`config.mk`:
```
export PLATFORM = sky130hd
export DESIGN_NAME = sync_launch
export DESIGN_NICKNAME = d
export VERILOG_FILES = /design/src/rtl/sync_launch.sv
export SDC_FILE = /design/constraint.sdc
export NUM_CORES = 1
export LEC_CHECK = 0
export CAP_MARGIN = 20
export CELL_PAD_IN_SITES_DETAIL_PLACEMENT = 0
export CELL_PAD_IN_SITES_GLOBAL_PLACEMENT = 2
export CORE_MARGIN = 3
export CORE_UTILIZATION = 42
export CTS_CLUSTER_DIAMETER = 120
export DETAILED_ROUTE_END_ITERATION = 10
export DONT_BUFFER_PORTS = 1
export PLACE_DENSITY = 0.89
export SETUP_SLACK_MARGIN = 0.2
export SYNTH_ARGS = -nofsm -noshare
export SYNTH_HDL_FRONTEND = slang
export SYNTH_SLANG_ARGS = --single-unit
```
`constraint.sdc`:
```
create_clock -name clk -period 2.29 [get_ports clk]
set_input_delay 0.5725 -clock clk [delete_from_list [all_inputs] [get_ports clk]]
set_output_delay 0.5725 -clock clk [all_outputs]
set_load 0.01 [all_outputs]
```
`src/rtl/sync_launch.sv`:
```
// -----------------------------------------------------------------------------
// sync_launch
//
// Source-domain launcher for a two-flop strobe synchronizer. A word is taken
// through a valid/ready handshake, registered onto data_out, and announced
// with a strobe held high for STB_LEN enabled cycles. The word then stays
// quiet for HOLD_LEN more enabled cycles before the next word can be taken,
// so the receiving side always captures stable data.
//
// Parameters
//   N        data width in bits
//   STB_LEN  strobe high time in clk cycles (1..255)
//   HOLD_LEN guard time after the strobe falls, in clk cycles (1..255)
//
// Ports
//   clk       in   transmitting-domain clock
//   rst_n     in   asynchronous active-low reset
//   ena       in   design enable; low freezes every register
//   in_data   in   word to launch
//   in_valid  in   in_data is valid
//   in_ready  out  block can accept (ena and idle)
//   data_out  out  registered launched word
//   stb_out   out  registered strobe, driven straight from a flop
//   busy      out  registered, high while not idle
//   tx_count  out  registered count of accepted words, wraps at 256
// -----------------------------------------------------------------------------
module sync_launch #(
    parameter int N        = 8,
    parameter int STB_LEN  = 4,
    parameter int HOLD_LEN = 8
) (
    input  logic         clk,
    input  logic         rst_n,
    input  logic         ena,
    input  logic [N-1:0] in_data,
    input  logic         in_valid,
    output logic         in_ready,
    output logic [N-1:0] data_out,
    output logic         stb_out,
    output logic         busy,
    output logic [7:0]   tx_count
);

    typedef enum logic [1:0] {
        IDLE  = 2'd0,
        PULSE = 2'd1,
        HOLD  = 2'd2
    } state_e;

    // Counter reload values: the phase ends on the cycle the counter reads 0.
    localparam logic [7:0] STB_RELOAD  = 8'(STB_LEN - 1);
    localparam logic [7:0] HOLD_RELOAD = 8'(HOLD_LEN - 1);

    state_e         state_q, state_d;
    logic [7:0]     cnt_q, cnt_d;
    logic [N-1:0]   data_q, data_d;
    logic           stb_q, stb_d;
    logic           busy_q, busy_d;
    logic [7:0]     tx_q, tx_d;
    logic           accept_s;

    assign accept_s = ena & in_valid & (state_q == IDLE);

    // State and datapath registers; every _d already holds its value when ena is low.
    always_ff @(posedge clk or negedge rst_n) begin
        if (!rst_n) begin
            state_q <= IDLE;
            cnt_q   <= 8'd0;
            data_q  <= '0;
            stb_q   <= 1'b0;
            busy_q  <= 1'b0;
            tx_q    <= 8'd0;
        end else begin
            state_q <= state_d;
            cnt_q   <= cnt_d;
            data_q  <= data_d;
            stb_q   <= stb_d;
            busy_q  <= busy_d;
            tx_q    <= tx_d;
        end
    end

    // Next-state and phase down-counter.
    always_comb begin
        state_d = state_q;
        cnt_d   = cnt_q;
        if (!ena) begin
            state_d = state_q;
            cnt_d   = cnt_q;
        end else begin
            case (state_q)
                IDLE: begin
                    if (in_valid) begin
                        state_d = PULSE;
                        cnt_d   = STB_RELOAD;
                    end else begin
                        state_d = IDLE;
                    end
                end
                PULSE: begin
                    if (cnt_q == 8'd0) begin
                        state_d = HOLD;
                        cnt_d   = HOLD_RELOAD;
                    end else begin
                        cnt_d   = cnt_q - 8'd1;
                    end
                end
                HOLD: begin
                    if (cnt_q == 8'd0) begin
                        state_d = IDLE;
                    end else begin
                        cnt_d   = cnt_q - 8'd1;
                    end
                end
                default: begin
                    state_d = IDLE;
                    cnt_d   = 8'd0;
                end
            endcase
        end
    end

    // Output next values: capture on accept, drop the strobe when PULSE ends.
    always_comb begin
        data_d = data_q;
        stb_d  = stb_q;
        tx_d   = tx_q;
        busy_d = (state_d != IDLE);
        if (accept_s) begin
            data_d = in_data;
            stb_d  = 1'b1;
            tx_d   = tx_q + 8'd1;
        end else if (ena && (state_q == PULSE) && (cnt_q == 8'd0)) begin
            stb_d  = 1'b0;
        end else if (state_q != PULSE) begin
            // Outside PULSE the strobe is always low; also recovers an illegal state.
            stb_d  = 1'b0;
        end else begin
            stb_d  = stb_q;
        end
    end

    assign in_ready = ena & (state_q == IDLE);
    assign data_out = data_q;
    assign stb_out  = stb_q;
    assign busy     = busy_q;
    assign tx_count = tx_q;

endmodule

```
### Yosys cells after proc, flatten, opt, wreduce, memory -nomap -nowiden

Cells that the tools add are included.
W data, S select, Z words.

* flip-flop bits (word level): 28
* input port bits: 12
* output and inout bits: 19
* logic and storage cells: 35

* add/subtract/negate cells: 2
* equal/unequal tests: 5
* multiplexer cells: 12
* bitwise gates (word level): 3
* reductions and logical operators: 7

Operator list (count)
* $mux W8: 3
* $pmux W8 S3: 1
* $add A8 B1 Y8 const B: 1
* $logic_not A8 Y1: 1
* $sub A8 B1 Y8 const B: 1
* $mux W2: 3
* $pmux W2 S3: 1
* $mux W1: 4
* $ne A2 B2 Y1 const B: 2
* $and A1 B1 Y1: 3
* $reduce_and A3 Y1: 1
* $reduce_bool A3 Y1: 1
* $eq A2 B1 Y1 const B: 1
* $eq A2 B2 Y1 const B: 1
* $logic_and A1 B1 Y1: 2
* $logic_not A2 Y1: 1
* $ne A2 B1 Y1 const B: 1
* $reduce_bool A2 Y1: 1

### Longest topological paths before layout

Gate-level depths: netlist (run 1).

* depth in word-level cells: 5
* depth in mapped cells: 6
* mapped depth without buffers: 6

### Worst setup path after synthesis (run 1)

OpenSTA, ideal clock, no wires.

* path kind: input -> register
* from: input ena
* to: register data_q[0], in the netlist data_out[0]
* library setup time: 0.125 ns
* arrival time: 1.470 ns
* required time: 2.165 ns
* slack: 0.695 ns
* stages on the path: 5
* buffers on the path: 3
* cells stage by stage: buf_6 and4bb_1 buf_6 buf_4 mux2_2

* cells in the longest elaborated chain, start to end: 2

RTL lines
* start, declared: RTL line 34 `input logic ena,`
* $and A1 B1 Y1 (2 in series): RTL line 62 `assign accept_s = ena & in_valid & (state_q == IDLE);`
* end signal, assigned: RTL line 76 `data_q <= data_d;`
* end, declared: RTL line 56 `logic [N-1:0] data_q, data_d;`

Every way passes these cells.
A chain may end at the register's enable or synchronous reset.

### Worst setup path after layout (run 1)

* from: register state_q[1]
* to: output in_ready

* cells in the longest elaborated chain, start to end: 2

RTL lines
* start, declared: RTL line 54 `state_e state_q, state_d;`
* start signal, assigned: RTL line 74 `state_q <= state_d;`
* $logic_not A2 Y1: RTL line 143 `assign in_ready = ena & (state_q == IDLE);`
* $and A1 B1 Y1: RTL line 143
* end, declared: RTL line 37 `output logic in_ready,`

Every way passes these cells.

==> results.txt, run 1 <==
----------------------------------------------------
[Floorplan]
  Core region area ... between 2000 and 3000 sq um
  Y dimension of the die ... about 63 microns
  Site row count ... 19
  Die Footprint ... around 3900 sq um
  Overall die width ... about 63 microns
  Total I/O pin count ... 31
  Effective utilization at floorplan ... 0.464

[Timing]
  Pins over their slew limit ... 0
  RSZ-0062 raised after global routing ... false
  Achievable Freq ... about 540 MHz
  Period Utilization, post-route ... 0.803
  Final setup violation count ... 0
  Max-slew headroom at the worst pin ... 0.739
  Pin slew with the least headroom to its limit ... ~0.39 ns
  Setup TNS after final layout ... 0 ns
  Clk_skew ... 0.00495 ns
  Count of endpoints failing hold in the final timing report ... 0
  Fin worst setup slack ... about 0.45 ns
  Final critical delay including setup and external delays ... about 1.8 ns
  Hold slack final ... 0.0346 ns

[GRT]
  Antenna violations before repair ... 0
  Pin count of the biggest net entering global routing ... 29
  Global-route congestion overflow total ... 0
  Global-route total usage across every layer ... 0.140
  Number of global-route vias before repair ... between 900 and 1000
  Wire length of the first global-routing pass ... 4490 microns

[Placed design]
  Total cell area at the placement stage ... 1380 sq um
  Global placer's final weighted congestion ... 0.841
  DP Cell Count ... 161
  HPWL reported at the end of detailed placement ... between 1500 and 2000 microns
  Port-buffer cells ... 0
  DP Worst Slack ... a little under 0.5 ns

[Power]
  Worst-case vdd ir drop ... a little under 0.0005 V
  Overall Power ... 1.74 mW
  Power density over the cells ... 1200 nW/um^2
  Total leakage power ... roughly 0.65 nW

[Clock network]
  Insertion delay of the later-clocked pin in the worst-skew pair ... between 0.3 and 0.4 ns
  Number of setup buffers added after CTS ... 0
  Clock input transition at the sequential cells of the worst setup and hold paths ... about 0.15 ns
  Clock tree from TritonCTS ... built
  Sink count of the clock tree ... 28
  Htree depth ... 1
  CTS Buffer Depth ... 2
  Root Driver ... clkbuf_4
  Number of buffers created by CTS ... 3

[Synthesis]
  Synthesized cell area ... between 1000 and 1500 sq um
  Most area-hungry cell type in the Yosys netlist ... dfrtp_1
  Sequential share of the synthesized area ... 0.517
  Portion of synthesized cell area occupied by the leading cell type ... 0.517
  Cells after Synth ... roughly 120
  Number of unique standard cell types used by synthesis ... 33
  Mean area per synthesized cell ... approximately 11 sq um
  Number of register bits inferred by synthesis ... 28
  Synth warn ... 0
  Net count after synthesis ... 137
  Cell types with the largest area share after synthesis ... dfrtp_1, mux2_2, a21oi_1

[Setup path]
  CP endpoint kind ... primary output
  Critical setup path kind ... reg -> out
  Required time reported for the critical path endpoint ... between 1.5 and 2 ns
  Critical Path Source Type ... register
  Worst EP arrival ... about 1.3 ns
  Buf/Inv on CP ... 0
  Slowest cell delay on critical path ... roughly 0.55 ns
  Standard cell with the maximum stage delay on the critical path ... dfrtp_1
  Maximum fanout count along the critical path ... 14
  Worst path cell trace ... nor3_1
  Kind of cell adding the most delay to the critical path ... flip-flops

[Final layout]
  Combined area of the multi-input logic cells ... about 600 sq um
  NumNets Final ... 139
  Area Growth Syn to Fin ... 7.01%
  Register area ... ~700 sq um
  Post-route cell area ... between 1000 and 1500 sq um
  Non-Filler Instances ... about 170
  Finished Core Util ... 0.496
  Share of post-route cells with drive strength above 1 ... 0.177
  Count of filler cells inserted in the layout ... 278
  Inserted Diodes ... 0

[Routing]
  Drt first pass iters ... 4
  Routed via count divided by cell count ... between 5 and 6
  Via count of the routed design ... between 900 and 1000
  Remaining routing DRC violations ... 0
  Antenna Nets Post-Route ... 0
  DR iter-0 viols ... 60
  Routed WL per cell ... 15.1 microns
  Detailed Route WL ... between 2000 and 3000 microns

[Outcome]
  Status ... finished clean

[Job]
  Max-capacitance violation count ... 0

[Hold path]
  Worst hold path class ... in -> async

----------------------------------------------------
-- Yosys cell counts --
library cell  instances
dfrtp_1              28
nor2_1               11
a21oi_1              10
mux2_2                9
o21ai_0               9
nand2_1               6
nand4_1               5
xnor2_1               5
inv_1                 4
mux2i_1               3
nor3_1                3
buf_6                 2
clkbuf_1              2
ha_1                  2
nand2b_1              2
nand3_1               2
nand3_2               2
o31ai_1               2
xor2_1                2
a31o_2                1
a31oi_1               1
and2_1                1
and3_1                1
and4_4                1
and4bb_1              1
and4bb_2              1
buf_4                 1
nand4b_1              1
nor2b_1               1
nor4b_2               1
o211a_1               1
o31a_2                1
or3b_1                1
-- path summary, 6_finish.rpt --
kind / from / depth (start not counted) / end / slack [ns]
setup / recovery: state_q[1]$_DFF_PN0_ / 1 / in_ready / 0.45
hold / removal: rst_n / 1 / cnt_q[1]$_DFFE_PN0P_ / 0.03
setup reg to reg: state_q[1]$_DFF_PN0_ / 3 / tx_count[1]$_DFFE_PN0P_ / 0.51
hold reg to reg: tx_count[7]$_DFFE_PN0P_ / 1 / tx_count[7]$_DFFE_PN0P_ / 0.56
max in group asynchronous: rst_n / 1 / tx_count[0]$_DFFE_PN0P_ / 2.10
min in group clk: ena / 1 / cnt_q[0]$_DFFE_PN0P_ / 0.31
-- power breakdown --
group          internal (mW)  leakage (nW)  switching (mW)  total, mW
Combinational          0.250         0.270           0.254      0.504
Clock                  0.177        0.0279           0.144      0.321
Sequential             0.668         0.353           0.244      0.912
Total                   1.09         0.651           0.642       1.74
-- kinds of logic after synthesis --
| group | share of synthesized area |
|---|---|
| fa+ha+maj | 0.0184 |
| compound gates | 0.107 |
| flops | 0.517 |
| buf+inv | 0.0387 |
| simple gates | 0.177 |
| mux | 0.0969 |
| xor+xnor | 0.0452 |
-- sequential cells by signal (all words and copies together) (netlist names) --
register and flops:
busy 1, tx_count 8, data_out 8, state_q 2, stb_out 1, cnt_q 8
-- layout make-up --
class                   instances  area share
inverters                       4      0.0103
multi-input cells              86       0.416
well taps                      42      0.0362
clock inverters                 1      0.0207
flip-flops and latches         28       0.483
repair buffers                  2      0.0190
clock buffers                   3      0.0155
-- placed cells by master (no fill, tap or decap), types with 2 or more instances in the layout --
| master | count |
|---|---|
| a21oi_1 | 10 |
| clkbuf_4 | 3 |
| dfrtp_1 | 28 |
| ha_1 | 2 |
| inv_1 | 4 |
| mux2_2 | 9 |
| mux2i_1 | 3 |
| nand2_1 | 6 |
| nand2b_1 | 2 |
| nand3_1 | 2 |
| nand3_2 | 2 |
| nand4_1 | 5 |
| nor2_1 | 11 |
| nor3_1 | 3 |
| o21ai_0 | 9 |
| o31ai_1 | 2 |
| xnor2_1 | 5 |
| xor2_1 | 2 |
-- routing by layer --
| layer | track usage | wire (microns) |
|---|---|---|
| met1 | 0.190 | 1170 |
| met2 | 0.217 | 1210 |
| met3 | 0.0342 | 107 |
| met4 | 0.0496 | 16 |
| met5 | 0 | 0 |
-- what timing repair did --
action | in CTS | in global routing
hold endpoints to repair | 28 | 0
gates resized for setup | 0 | 0
hold buffers | 1 | 0
Power figures use the tool's default switching activity.
==> run 2, diff against run 1 <==
- CORE_UTILIZATION: 42 -> 35
- PLACE_DENSITY: 0.89 -> 0.8
- clock period: 2.29 -> 1.6 ns (I/O delays scaled with it)
==> results.txt, run 2 (synthesis gave the netlist of run 1 again) <==
----------------------------------------------------
[Clock network]
  Htree depth ... 1
  Insertion delay of the later-clocked pin in the worst-skew pair ... between 0.2 and 0.3 ns
  Sink count of the clock tree ... 28
  Clock tree from TritonCTS ... built
  Clock input transition at the sequential cells of the worst setup and hold paths ... about 0.1 ns
  CTS Buffer Depth ... 2
  Root Driver ... clkbuf_8
  Number of buffers created by CTS ... 3

[Routing]
  Remaining routing DRC violations ... 0
  Antenna Nets Post-Route ... 0
  Routed WL per cell ... 15.5 microns
  Routed via count divided by cell count ... around 5.3
  Via count of the routed design ... between 900 and 1000
  Detailed Route WL ... between 2000 and 3000 microns
  Drt first pass iters ... 4
  DR iter-0 viols ... 36

[Timing]
  Hold slack final ... 0.202 ns
  Final critical delay including setup and external delays ... between 1 and 1.5 ns
  Setup TNS after final layout ... 0 ns
  Count of endpoints failing hold in the final timing report ... 0
  Max-slew headroom at the worst pin ... 0.786
  Period Utilization, post-route ... 0.929
  Clk_skew ... ~0.0015 ns
  RSZ-0062 raised after global routing ... true
  Final setup violation count ... 0
  Pin slew with the least headroom to its limit ... around 0.32 ns
  Pins over their slew limit ... 0
  Achievable Freq ... 673 MHz

[Hold path]
  Worst hold path class ... in -> reg
  Hold Path Cell Cnt ... 1

[Setup path]
  Maximum fanout count along the critical path ... 4
  Standard cell with the maximum stage delay on the critical path ... dfrtp_1
  CP endpoint kind ... register
  Buf/Inv on CP ... 1
  Critical setup path kind ... reg -> reg
  Cell depth of the worst setup path ... 6
  Required time reported for the critical path endpoint ... around 1.8 ns
  Slowest cell delay on critical path ... 0.41 ns
  Worst EP arrival ... ~1.7 ns
  Worst path cell trace ... inv_2 > ha_4 > and4bb_2 > nand3_2 > or3b_1 > a21oi_1
  Cell count of the worst reg-to-reg path ... 6
  Kind of cell adding the most delay to the critical path ... simple AND/OR/NAND/NOR gates
  Critical Path Source Type ... register

[Outcome]
  Status ... finished clean

[GRT]
  Wire length of the first global-routing pass ... between 4000 and 5000 microns
  Global-route total usage across every layer ... 0.137
  Number of global-route vias before repair ... 1051
  Pin count of the biggest net entering global routing ... 29
  Global-route congestion overflow total ... 0
  Antenna violations before repair ... 0

[Placed design]
  Total cell area at the placement stage ... between 1000 and 1500 sq um
  DP Cell Count ... between 150 and 200
  Global placer's final weighted congestion ... between 0.7 and 0.8
  HPWL reported at the end of detailed placement ... ~2000 microns
  Port-buffer cells ... 0

[Floorplan]
  Site row count ... 21
  Effective utilization at floorplan ... 0.385
  Total I/O pin count ... 31
  Y dimension of the die ... slightly below 70 microns
  Die Footprint ... about 4700 sq um
  Core region area ... ~3500 sq um
  Overall die width ... around 68 microns

[Final layout]
  Area Growth Syn to Fin ... 24.2%
  Count of filler cells inserted in the layout ... ~340
  NumNets Final ... roughly 150
  Share of post-route cells with drive strength above 1 ... 0.365
  Leading cell type in the layout, fill and taps excluded ... dfrtp_1
  Post-route cell area ... 1680 sq um
  Finished Core Util ... 0.478
  Non-Filler Instances ... between 150 and 200
  Inserted Diodes ... 0
  Highest-count cells in the layout ignoring fill and taps ... dfrtp_1, buf_4, nor2_1

[Job]
  Max-capacitance violation count ... 0

[Power]
  Total leakage power ... around 0.73 nW
  Worst-case vdd ir drop ... around 0.00076 V
  Power density over the cells ... approximately 1700 nW/um^2

----------------------------------------------------
## run 2: through the flow
stage	setup slack (ns)	power [mW]
2_1_floorplan	0.182	1.92
3_5_place_dp	0.0508	2.17
6_report	0.114	2.90
3_3_place_gp	0.0487	2.13
5_1_grt	0.0126	3.14
4_1_cts	0.106	2.87
## run 2: worst register-to-register path, stage by stage (launching register included)
cell	delay, ns
dfrtp_1	0.41
inv_2	0.06
ha_4	0.16
and4bb_2	0.24
nand3_2	0.07
or3b_1	0.35
a21oi_1	0.14
## run 2: final timing paths
| check | from | to | slack, ns |
|---|---|---|---|
| max | cnt_q[0]$_DFFE_PN0P_ | cnt_q[4]$_DFFE_PN0P_ | 0.11 |
| max reg2reg | cnt_q[0]$_DFFE_PN0P_ | cnt_q[4]$_DFFE_PN0P_ | 0.11 |
| min reg2reg | tx_count[5]$_DFFE_PN0P_ | tx_count[5]$_DFFE_PN0P_ | 0.56 |
| min | ena | cnt_q[1]$_DFFE_PN0P_ | 0.20 |
| max in group asynchronous | rst_n | tx_count[7]$_DFFE_PN0P_ | 0.89 |
| min in group asynchronous | rst_n | state_q[0]$_DFF_PN0_ | 0.55 |
## run 2: routing by layer
metal | GRT usage | vias up | part of all wire
met4 | 0.0298 | 0 | 0.0053
met2 | 0.235 | 25 | 0.48
met3 | 0.0460 | 2 | 0.052
met5 | 0 | - | 0
li1 | - | 469 | -
met1 | 0.165 | 473 | 0.46
## run 2: area by class of cell
type                    count  area [sq um]  area share
repair buffers             15           135      0.0802
multi-input cells          86           704       0.418
well taps                  46          57.6      0.0342
flip-flops and latches     28           701       0.416
clock buffers               3          41.3      0.0245
clock inverters             1          30.0      0.0178
inverters                   4          15.0     0.00892
## run 2: what timing repair did
item                                   in CTS  in global routing
endpoints found under the hold margin      28                  0
setup endpoints to repair                  20                 19
resized for setup                          12                  8
pin swaps                                  13                  8
setup buffers                               5                  2
hold buffers                                2                  0
## run 2: where the power goes
| part | internal (mW) | leakage (nW) | switching [mW] |
|---|---|---|---|
| logic | 0.548 | 0.341 | 0.527 |
| clock network | 0.335 | 0.0357 | 0.223 |
| registers | 0.958 | 0.353 | 0.307 |
